`config.mk`:
```
export PLATFORM = sky130hd
export DESIGN_NAME = wrapper_stream
export DESIGN_NICKNAME = d
export VERILOG_FILES = /design/src/rtl/wrapper_stream.sv
export SDC_FILE = /design/constraint.sdc
export NUM_CORES = 1
export LEC_CHECK = 0
export BUFFER_PORTS_ARGS = -buffer_cell sky130_fd_sc_hd__buf_2
export CAP_MARGIN = 20
export CORE_ASPECT_RATIO = 1.2
export CORE_MARGIN = 2
export CORE_UTILIZATION = 54
export DETAILED_ROUTE_END_ITERATION = 8
export PLACE_DENSITY_LB_ADDON = 0.05
export SLEW_MARGIN = 40
export SYNTH_ARGS = -nofsm -noshare
export SYNTH_HDL_FRONTEND = slang
export SYNTH_SLANG_ARGS = --single-unit
```
`constraint.sdc`:
```
create_clock -name clkin -period 13.9 [get_ports clkin]
set_clock_uncertainty 0.15 [all_clocks]
set_input_delay 0.695 -clock clkin [delete_from_list [all_inputs] [get_ports clkin]]
set_output_delay 0.695 -clock clkin [all_outputs]
set_load 0.005 [all_outputs]
```
`src/rtl/wrapper_stream.sv`:
```
// wrapper_stream: sits between a test driver and the DUT `top` instance.
// Input words arrive one at a time on a valid/ready load channel and are
// collected in a shadow register. The whole vector is then committed to the
// DUT in a single cycle. After a configurable settle time the DUT output is
// captured, and the captured words are streamed back one at a time.
//
// Handshake rule for both channels: a word transfers on a rising clkin edge
// where valid && ready. The ready and valid outputs come from registered
// state only, so they never depend combinationally on the partner's signals.
// A producer may hold valid high for as long as it likes; nothing transfers
// while the matching ready is low.
module wrapper_stream #(
  parameter int W         = 32,
  parameter int IN_WORDS  = 3,
  parameter int OUT_WORDS = 3,
  parameter int SETTLE    = 2
) (
  input  logic                   clkin,
  input  logic                   rst,
  input  logic                   in_valid,
  output logic                   in_ready,
  input  logic [W-1:0]           in_data,
  input  logic                   in_last,
  output logic [IN_WORDS*W-1:0]  dut_in,
  input  logic [OUT_WORDS*W-1:0] dut_out,
  output logic                   out_valid,
  input  logic                   out_ready,
  output logic [W-1:0]           out_data,
  output logic                   out_last,
  output logic                   busy,
  output logic [31:0]            commit_cnt,
  output logic [1:0]             state_dbg
);

  localparam int IW = (IN_WORDS  > 1) ? $clog2(IN_WORDS)  : 1;
  localparam int OW = (OUT_WORDS > 1) ? $clog2(OUT_WORDS) : 1;
  localparam int SW = (SETTLE    > 0) ? $clog2(SETTLE + 1) : 1;
  localparam logic [IW-1:0] IDX_MAX  = IW'(IN_WORDS - 1);
  localparam logic [OW-1:0] ODX_MAX  = OW'(OUT_WORDS - 1);
  localparam logic [SW-1:0] SETTLE_V = SW'(SETTLE);

  typedef enum logic [1:0] {
    ST_LOAD  = 2'd0,
    ST_APPLY = 2'd1,
    ST_WAIT  = 2'd2,
    ST_DRAIN = 2'd3
  } state_t;

  state_t                 state_q, state_d;
  logic [IW-1:0]          idx;
  logic [OW-1:0]          oidx;
  logic [SW-1:0]          settle_cnt;
  logic [IN_WORDS*W-1:0]  shadow;
  logic [OUT_WORDS*W-1:0] snapshot;
  logic                   load_fire;
  logic                   load_commit;
  logic                   drain_fire;
  logic                   drain_done;

  // Handshake qualifiers, all derived from the registered state
  always_comb begin
    load_fire   = 1'b0;
    load_commit = 1'b0;
    drain_fire  = 1'b0;
    drain_done  = 1'b0;
    if (state_q == ST_LOAD && in_valid) begin
      load_fire   = 1'b1;
      load_commit = in_last || (idx == IDX_MAX);
    end
    if (state_q == ST_DRAIN && out_ready) begin
      drain_fire = 1'b1;
      drain_done = (oidx == ODX_MAX);
    end
  end

  // State register
  always_ff @(posedge clkin or posedge rst) begin
    if (rst) state_q <= ST_LOAD;
    else     state_q <= state_d;
  end

  // Next-state logic
  always_comb begin
    state_d = state_q;
    case (state_q)
      ST_LOAD:  if (load_commit) state_d = ST_APPLY;
      ST_APPLY: state_d = ST_WAIT;
      ST_WAIT:  if (settle_cnt == '0) state_d = ST_DRAIN;
      ST_DRAIN: if (drain_done) state_d = ST_LOAD;
      default:  state_d = ST_LOAD;
    endcase
  end

  // Datapath: shadow fill, atomic commit, settle countdown, capture, drain index
  always_ff @(posedge clkin or posedge rst) begin
    if (rst) begin
      idx        <= '0;
      oidx       <= '0;
      settle_cnt <= '0;
      shadow     <= '0;
      dut_in     <= '0;
      snapshot   <= '0;
      commit_cnt <= '0;
    end else begin
      if (load_fire) begin
        shadow[idx*W +: W] <= in_data;
        idx <= load_commit ? '0 : idx + 1'b1;
      end
      if (state_q == ST_APPLY) begin
        dut_in     <= shadow;
        commit_cnt <= commit_cnt + 32'd1;
        settle_cnt <= SETTLE_V;
      end
      // Capture at the end of the cycle SETTLE cycles after dut_in changed
      if (state_q == ST_WAIT) begin
        if (settle_cnt == '0) snapshot <= dut_out;
        else                  settle_cnt <= settle_cnt - 1'b1;
      end
      if (drain_fire) begin
        oidx <= drain_done ? '0 : oidx + 1'b1;
      end
    end
  end

  // Outputs decoded from registered state only
  always_comb begin
    in_ready  = (state_q == ST_LOAD);
    busy      = (state_q != ST_LOAD);
    out_valid = (state_q == ST_DRAIN);
    out_last  = 1'b0;
    out_data  = '0;
    state_dbg = state_q;
    if (state_q == ST_DRAIN) begin
      out_data = snapshot[oidx*W +: W];
      out_last = (oidx == ODX_MAX);
    end
  end

endmodule
```
==> metrics.md, run 1 <==
| Metric | Value |
|---|---|
| Status | finished, final reports clean |
| Routability cong. | between 0.8 and 0.9 |
| Area growth syn-to-layout | 22.2% |
| Post-synth EDFFs | 0 |
| Post-synth top area cell | dfrtp_1 |
| IO Pins | 299 |
| Fillers | 1855 |
| Setup Fix Bufs, Post-CTS | 0 |
| Worst path top cell family by delay | simple AND/OR/NAND/NOR gates |
| Final setup margin | 10530 ps |
| GRT Total Usage | 0.234 |
| Crit. End Element | output pin |
| Total wire length | 30.3 mm |
| Top cell type's share of synthesized area | 0.620 |
| Pleak | 8.27 nW |
| Slew Limit Fails | 0 |
| Mean post-synth cell area | 14.0 um^2 |
| DRT antenna net count | 0 |
| Port Buf Inserts | 298 |
| Number of gates resized after cts | 0 |
| Pre-CTS setup slack | 10910 ps |
| Largest net degree at the start of global routing | 119 |
| Vias in the first global route | 8835 |
| Fin util | 0.673 |
| Global-route wire length before repair | 48.0 mm |
| Post-synth ARST share | 1.00 |
| Rel. slew slack | 0.472 |
| Share of layout cells above drive strength 1 | 0.454 |
| Initial antenna violation count | 6 |
| Final hold slack | 122 ps |
| Buf/Inv on CP | 1 |
| H-tree depth | 2 |
| Fin. Hold Viols | 0 |
| CP max stage cell | dfrtp_2 |
| Initial DRC count | 447 |
| CORE AREA | roughly 24000 um^2 |
| Die width | 147 um |
| Synth Flop Type | dfrtp_1 |
| CTS Sinks | 328 |
| Max Freq | ~300 MHz |
| DRT Pass-1 Iters | 5 |
| Syn Inst Count | 946 |
| Number of max-cap violations | 0 |
| Most common cell in the netlist | dfrtp_1 |
| Die Ht | 176 um |
| Power density cells | 213 nW/um^2 |
| Sequential-to-total area share from yosys stat | 0.620 |
| Max stage delay on crit path | 750 ps |
| Register Area | roughly 8200 um^2 |
| CTS buffer count | 34 |
| Initial Utilization | 0.551 |
| CTS tree | yes |
| Critical path peak fanout | 38 |
| CP Data Required Time | 13060 ps |
| Crit path arrival time | about 2500 ps |
| Top post-synthesis cells by count | 328 x dfrtp_1, 195 x mux2_2, 97 x a22o_1, 51 x nand2_1, 38 x clkbuf_1 |
| Synth top area cells | dfrtp_1 62%, mux2_2 17%, a22o_1 6.4%, mux2i_1 2.4%, and2_1 1.5% |
| Post-CTS Hold Fix Bufs | 0 |
| Wire length per cell | 19.1 um |
| Max Buffers Root-to-Sink | 3 |
| Root Buffer | clkbuf_16 |
| Final global-route overflow total | 0 |
| Via density | 5.49 |
| #FFs+latches synth | ~330 |
| Crit path launch type | flop |
| Tmin final | approximately 3400 ps |
| Synth cell types | 35 |
| Overall Power | about 3.5 mW |
| Hold Path Class | in -> async |
| Skew-Pair Late Insertion Delay | approximately 500 ps |
| Crit-path cells | nor2b_4 -> nand2_1 -> o21ai_0 -> and2_1 -> buf_2 |
| Final net count | about 1400 |
| Ys Warns | 0 |
| Crit Path Category | reg -> out |
| Final Setup Violations | 0 |
| Vias | 8694 |
| Die ar. | 25800 um^2 |
| RSZ-0062 raised after global routing | false |
| DRC | 0 |
| Clock slew at reported path FFs | 60 ps |
| Syn_nets | 1089 |
| Slew @ Worst Pin | 792 ps |
| Setup tns final | 0 ps |
| Cell area after synthesis | 13200 um^2 |
| Cell Rows | 62 |
| Maximum vdd drop | 0.000138 V |
| Area of the multi-input gates | ~4800 um^2 |
| Dpl hpwl | around 20 mm |
| Final worst-path cycle share | 0.243 |
[routing by layer]
layer | vias up | part of all wire | GRT usage
met4 | 4 | 0.030 | 0.0817
met1 | 4361 | 0.43 | 0.311
met2 | 269 | 0.48 | 0.381
met3 | 65 | 0.063 | 0.0566
met5 | - | 0.00099 | 0
li1 | 3995 | - | -
[layout make-up]
cell class                 count  area share
sequential                   328       0.508
timing repair buffer         312      0.0994
multi-input combinational    553       0.299
antenna                        4    0.000619
inverter                      10     0.00309
tap                          320      0.0247
clock buffer                  44      0.0587
clock inverter                13     0.00680
[cells in the final DEF (no fill, tap or decap), drive strengths merged, types with 2 or more instances in the layout]
cell type	netlist	layout
buf	17	312
nor2	7	7
and4	8	8
nand3b	2	2
o21ai	35	35
clkinv	0	10
nand3	10	10
and3	3	3
inv	10	10
nand2	51	51
mux2	195	195
ha	10	10
dfrtp	328	328
diode	0	4
a22o	97	97
nor3	13	13
and2	32	32
xnor2	14	14
xor2	18	18
mux2i	32	32
clkinvlp	0	2
clkbuf	38	44
nand4	9	9
nor4	4	4
nor3b	2	2
[final timing paths]
check,start,to,slack [ps],depth (start not counted)
min in group clkin,dut_out[91],snapshot[91],270,2
max in group asynchronous,rst,snapshot[42],11720,4
setup reg to reg,state_dbg[0],snapshot[48],10940,6
hold reg to reg,commit_cnt[31],commit_cnt[31],310,1
setup / recovery,oidx[0],out_data[19],10530,5
hold / removal,rst,shadow[26],120,2
[kinds of logic after synthesis]
family	Yosys count	share of synthesized area
flip-flops	328	0.620
multiplexers	227	0.190
AND/OR/NAND/NOR	148	0.0605
AO/OA/AOI/OAI	136	0.0795
buffers and inverters	65	0.0197
XOR/XNOR	32	0.0212
adder cells (fa/ha/maj)	10	0.00945
[worst reg2reg max path, cell delays in order, from the launching register on]
cell	delay, ps
dfrtp_1	440
inv_1	140
ha_1	270
nor3b_4	200
buf_4	440
buf_4	720
mux2_2	460
[through the flow]
stage	std cells	cell area, um^2
3_3_place_gp	1521	15100
2_1_floorplan	946	13200
3_5_place_dp	1523	15100
4_1_cts	1580	16200
6_report	1584	16200
5_1_grt	1583	16200
[power by group]
| group | internal (mW) | switching (mW) | leakage [nW] |
|---|---|---|---|
| Clock | 0.502 | 0.360 | 0.523 |
| Combinational | 0.575 | 0.455 | 3.42 |
| Sequential | 1.32 | 0.241 | 4.32 |
[sequential cells by signal, indices dropped and copies added (netlist names)]
| register | cells |
|---|---|
| state_dbg | 2 |
| commit_cnt | 32 |
| shadow | 96 |
| dut_in | 96 |
| idx | 2 |
| oidx | 2 |
| snapshot | 96 |
| settle_cnt | 2 |
(Power assumes the default switching activity.)
==> run 2: changes to the inputs <==
--- a/config.mk
+++ b/config.mk
@@ -5,11 +5,12 @@
 export SDC_FILE = /design/constraint.sdc
 export NUM_CORES = 1
 export LEC_CHECK = 0
+export ABC_AREA = 1
 export BUFFER_PORTS_ARGS = -buffer_cell sky130_fd_sc_hd__buf_2
 export CAP_MARGIN = 20
 export CORE_ASPECT_RATIO = 1.2
 export CORE_MARGIN = 2
-export CORE_UTILIZATION = 54
+export CORE_UTILIZATION = 49
 export DETAILED_ROUTE_END_ITERATION = 8
 export PLACE_DENSITY_LB_ADDON = 0.05
 export SLEW_MARGIN = 40
==> constraint.sdc (replaced) <==
create_clock -name clkin -period 2.9 [get_ports clkin]
set_clock_uncertainty 0.15 [all_clocks]
set_input_delay 0.145 -clock clkin [delete_from_list [all_inputs] [get_ports clkin]]
set_output_delay 0.145 -clock clkin [all_outputs]
set_load 0.005 [all_outputs]
==> metrics.md, run 2 <==
| Metric | Value |
|---|---|
| Status | finished, final reports clean (unchanged) |
| DRT Pass-1 Iters | 5 (unchanged) |
| Hold Path Class | in -> async (unchanged) |
| Die ar. | 29900 um^2 (was 25800 um^2) |
| CORE AREA | 28000 um^2 (was 24000 um^2) |
| Rel. slew slack | 0.480 (was 0.472) |
| CP max stage cell | dfrtp_1 (was dfrtp_2) |
| Routability cong. | 0.797 (was 0.800) |
| Tmin final | 2650 ps |
| Port Buf Inserts | 298 (unchanged) |
| Cell Rows | 67 (was 62) |
| Dpl hpwl | 24.8 mm (was 20.0 mm) |
| Crit. End Element | output pin (unchanged) |
| Slew Limit Fails | 0 (unchanged) |
| Post-synth ARST share | 1.00 (unchanged) |
| Max Freq | about 380 MHz |
| Die width | 158 um (was 147 um) |
| Crit-path cells | ha_2 -> nand2_2 -> inv_2 -> nand2_1 -> o31ai_1 -> buf_2 (was nor2b_4 -> nand2_1 -> o21ai_0 -> and2_1 -> buf_2) |
| Pleak | 9.46 nW (was 8.27 nW) |
| Syn Inst Count | 1439 (was 946) |
| H-tree depth | 2 (unchanged) |
| Final worst-path cycle share | 0.913 |
| #FFs+latches synth | 328 (unchanged) |
| Mean post-synth cell area | 9.70 um^2 (was 14.0 um^2) |
| GRT Total Usage | 0.256 (was 0.234) |
| Vias in the first global route | 11900 (was 8835) |
| Critical path peak fanout | 26 (was 38) |
| Number of max-cap violations | 0 (unchanged) |
| Global-route wire length before repair | 60.9 mm (was 48.0 mm) |
| Maximum vdd drop | 0.000530 V (was 0.000138 V) |
| Initial Utilization | 0.499 (was 0.551) |
| Top post-synthesis cells by count | 495 x nand2_1, 328 x dfrtp_1, 133 x o21ai_0, 90 x mux2_1, 76 x nor2_1 (was 328 x dfrtp_1, 195 x mux2_2, 97 x a22o_1, 51 x nand2_1, 38 x clkbuf_1) |
| Cell area after synthesis | 14000 um^2 (was 13200 um^2) |
| Most common cell after layout, fill and taps aside | nand2_1 (was dfrtp_1) |
| Final global-route overflow total | 0 (unchanged) |
| DRC | 0 (unchanged) |
| Synth top area cells | dfrtp_1 59%, nand2_1 13%, mux2_1 7.3%, o21ai_0 4.8%, o31ai_1 2.4% (was dfrtp_1 62%, mux2_2 17%, a22o_1 6.4%, mux2i_1 2.4%, and2_1 1.5%) |
| Top cell type's share of synthesized area | 0.588 (was 0.620) |
| Final net count | 1999 (was 1382) |
| Clock slew at reported path FFs | 60 ps (about the same) |
| CTS Sinks | 328 (unchanged) |
| Skew-Pair Late Insertion Delay | 510 ps (was 500 ps) |
| Final Setup Violations | 0 (unchanged) |
| Initial DRC count | 725 (was 447) |
| IO Pins | 299 (unchanged) |
| RSZ-0062 raised after global routing | false (unchanged) |
| Crit path launch type | flop (unchanged) |
| Max Buffers Root-to-Sink | 3 (unchanged) |
| Slew @ Worst Pin | 779 ps (was 792 ps) |
| Vias | 11500 (was 8694) |
| Share of layout cells above drive strength 1 | 0.219 (was 0.454) |
| Power density cells | 939 nW/um^2 (was 213 nW/um^2) |
| DRT antenna net count | 0 (unchanged) |
| RR Startpoint | state_dbg[1] (was state_dbg[0]) |
| Synth cell types | 33 (was 35) |
| Critical Path Start | state_dbg[0] (was oidx[0]) |
| CP Data Required Time | 2610 ps (was 13060 ps) |
| Sequential-to-total area share from yosys stat | 0.588 (was 0.620) |
| Max stage delay on crit path | 470 ps (was 750 ps) |
| Root Buffer | clkbuf_16 (unchanged) |
| Fin. Hold Viols | 0 (unchanged) |
| Post-synth top area cell | dfrtp_1 (unchanged) |
| Post-Synth Adder-Cell Area | 0.00896 (was 0.00945) |
| Fin util | 0.652 (was 0.673) |
| Compound-cell area share of the yosys netlist | 0.0853 (was 0.0795) |
| Setup Fix Bufs, Post-CTS | 0 (unchanged) |
| Top flop regs | dut_in: 96 flops, shadow: 96 flops, snapshot: 96 flops (unchanged) |
| Post-synthesis xor/xnor area fraction | 0.00878 (was 0.0212) |
| CTS buffer count | 35 (was 34) |
| CTS tree | yes (unchanged) |
| Ys Warns | 0 (unchanged) |
| Simple-gate portion of the synthesized area | 0.186 (was 0.0605) |
| Most frequent cells in the layout | 495 x nand2_1, 328 x dfrtp_1, 298 x buf_2 (was 326 x dfrtp_1, 298 x buf_2, 195 x mux2_2) |
| Post-synth EDFFs | 0 (unchanged) |
| Final hold slack | 24.9 ps (was 122 ps) |
| Syn_nets | 1582 (was 1089) |
| Total wire length | 38.1 mm (was 30.3 mm) |
| Largest net degree at the start of global routing | 96 (was 119) |
| Area growth syn-to-layout | 30.8% (was 22.2%) |
| Via density | 5.09 (was 5.49) |
| Crit path arrival time | 2350 ps (was 2530 ps) |
| Die Ht | 189 um (was 176 um) |
| Wire length per cell | 16.8 um (was 19.1 um) |
| Multiplexer share of the synthesized area | 0.0747 (was 0.190) |
| Synth Flop Type | dfrtp_1 (unchanged) |
| Crit Path Category | reg -> out (unchanged) |
| Most common cell in the netlist | nand2_1 (was dfrtp_1) |
| Largest family of logic cells by synthesized area | simple AND/OR/NAND/NOR gates (was multiplexers) |
| Initial antenna violation count | 3 (was 6) |
==> run 2: what timing repair did <==
action                                  CTS  global route
endpoints found under the setup margin    0             3
gates resized for setup                   0             1
hold buffers                            132             0
hold endpoints to repair                524             0
==> run 2: per-layer routing <==
layer  GRT usage  wire (um)
met1       0.329      16300
met2       0.444      18900
met3      0.0435       2070
met4      0.0759        897
met5           0          0
==> run 2: worst max-delay path, delay by kind of cell, from the launching register on <==
| family | cells | cell delay [ps] |
|---|---|---|
| simple gates | 2 | 250 |
| fa+ha+maj | 1 | 400 |
| flops | 1 | 470 |
| buf+inv | 2 | 610 |
| compound gates | 1 | 130 |
==> run 2: final cells by class <==
class | count | area [um^2]
multi-input combinational | 965 | 5090
tap | 379 | 474
clock buffer | 48 | 1020
timing repair buffer | 455 | 3090
fill | 2340 | 9730
clock inverter | 12 | 105
sequential | 328 | 8210
inverter | 71 | 273
antenna | 3 | 7.51
==> run 2: power breakdown <==
group	leakage [nW]	switching, mW	internal (mW)	total (mW)
registers	4.30	1.06	6.38	7.44
logic	4.61	3.24	2.13	5.37
clock network	0.553	1.80	2.55	4.35
==> run 2: per-stage QoR <==
| step | setup WS (ps) | TNS (ps) | instances | cell area, um^2 | power (mW) |
|---|---|---|---|---|---|
| after floorplan | -1770 | -581770 | 1439 | 14000 | 10.6 |
| after global placement | 641 | 0 | 2066 | 15800 | 12.5 |
| after detailed placement | 609 | 0 | 2066 | 15800 | 12.7 |
| after CTS | 82.8 | 0 | 2258 | 18300 | 17.3 |
| after global routing | 150 | 0 | 2261 | 18300 | 18.3 |
| final | 252 | 0 | 2261 | 18300 | 17.1 |
==> run 2: logic make-up after synthesis <==
logic type               count (synthesis)
AND/OR/NAND/NOR                        639
buffers and inverters                  146
AO/OA/AOI/OAI                          210
flip-flops                             328
adder cells (fa/ha/maj)                 10
multiplexers                            92
XOR/XNOR                                14
==> run 2: worst paths after layout <==
check,slack (ps),to,depth (start not counted)
min in group clkin,240,snapshot[81],3
worst max-delay path,250,out_data[13],6
worst min-delay path,20,shadow[9],3
worst max register to register,600,shadow[39],7
max in group asynchronous,1710,snapshot[5],4
worst min register to register,310,dut_in[68],2
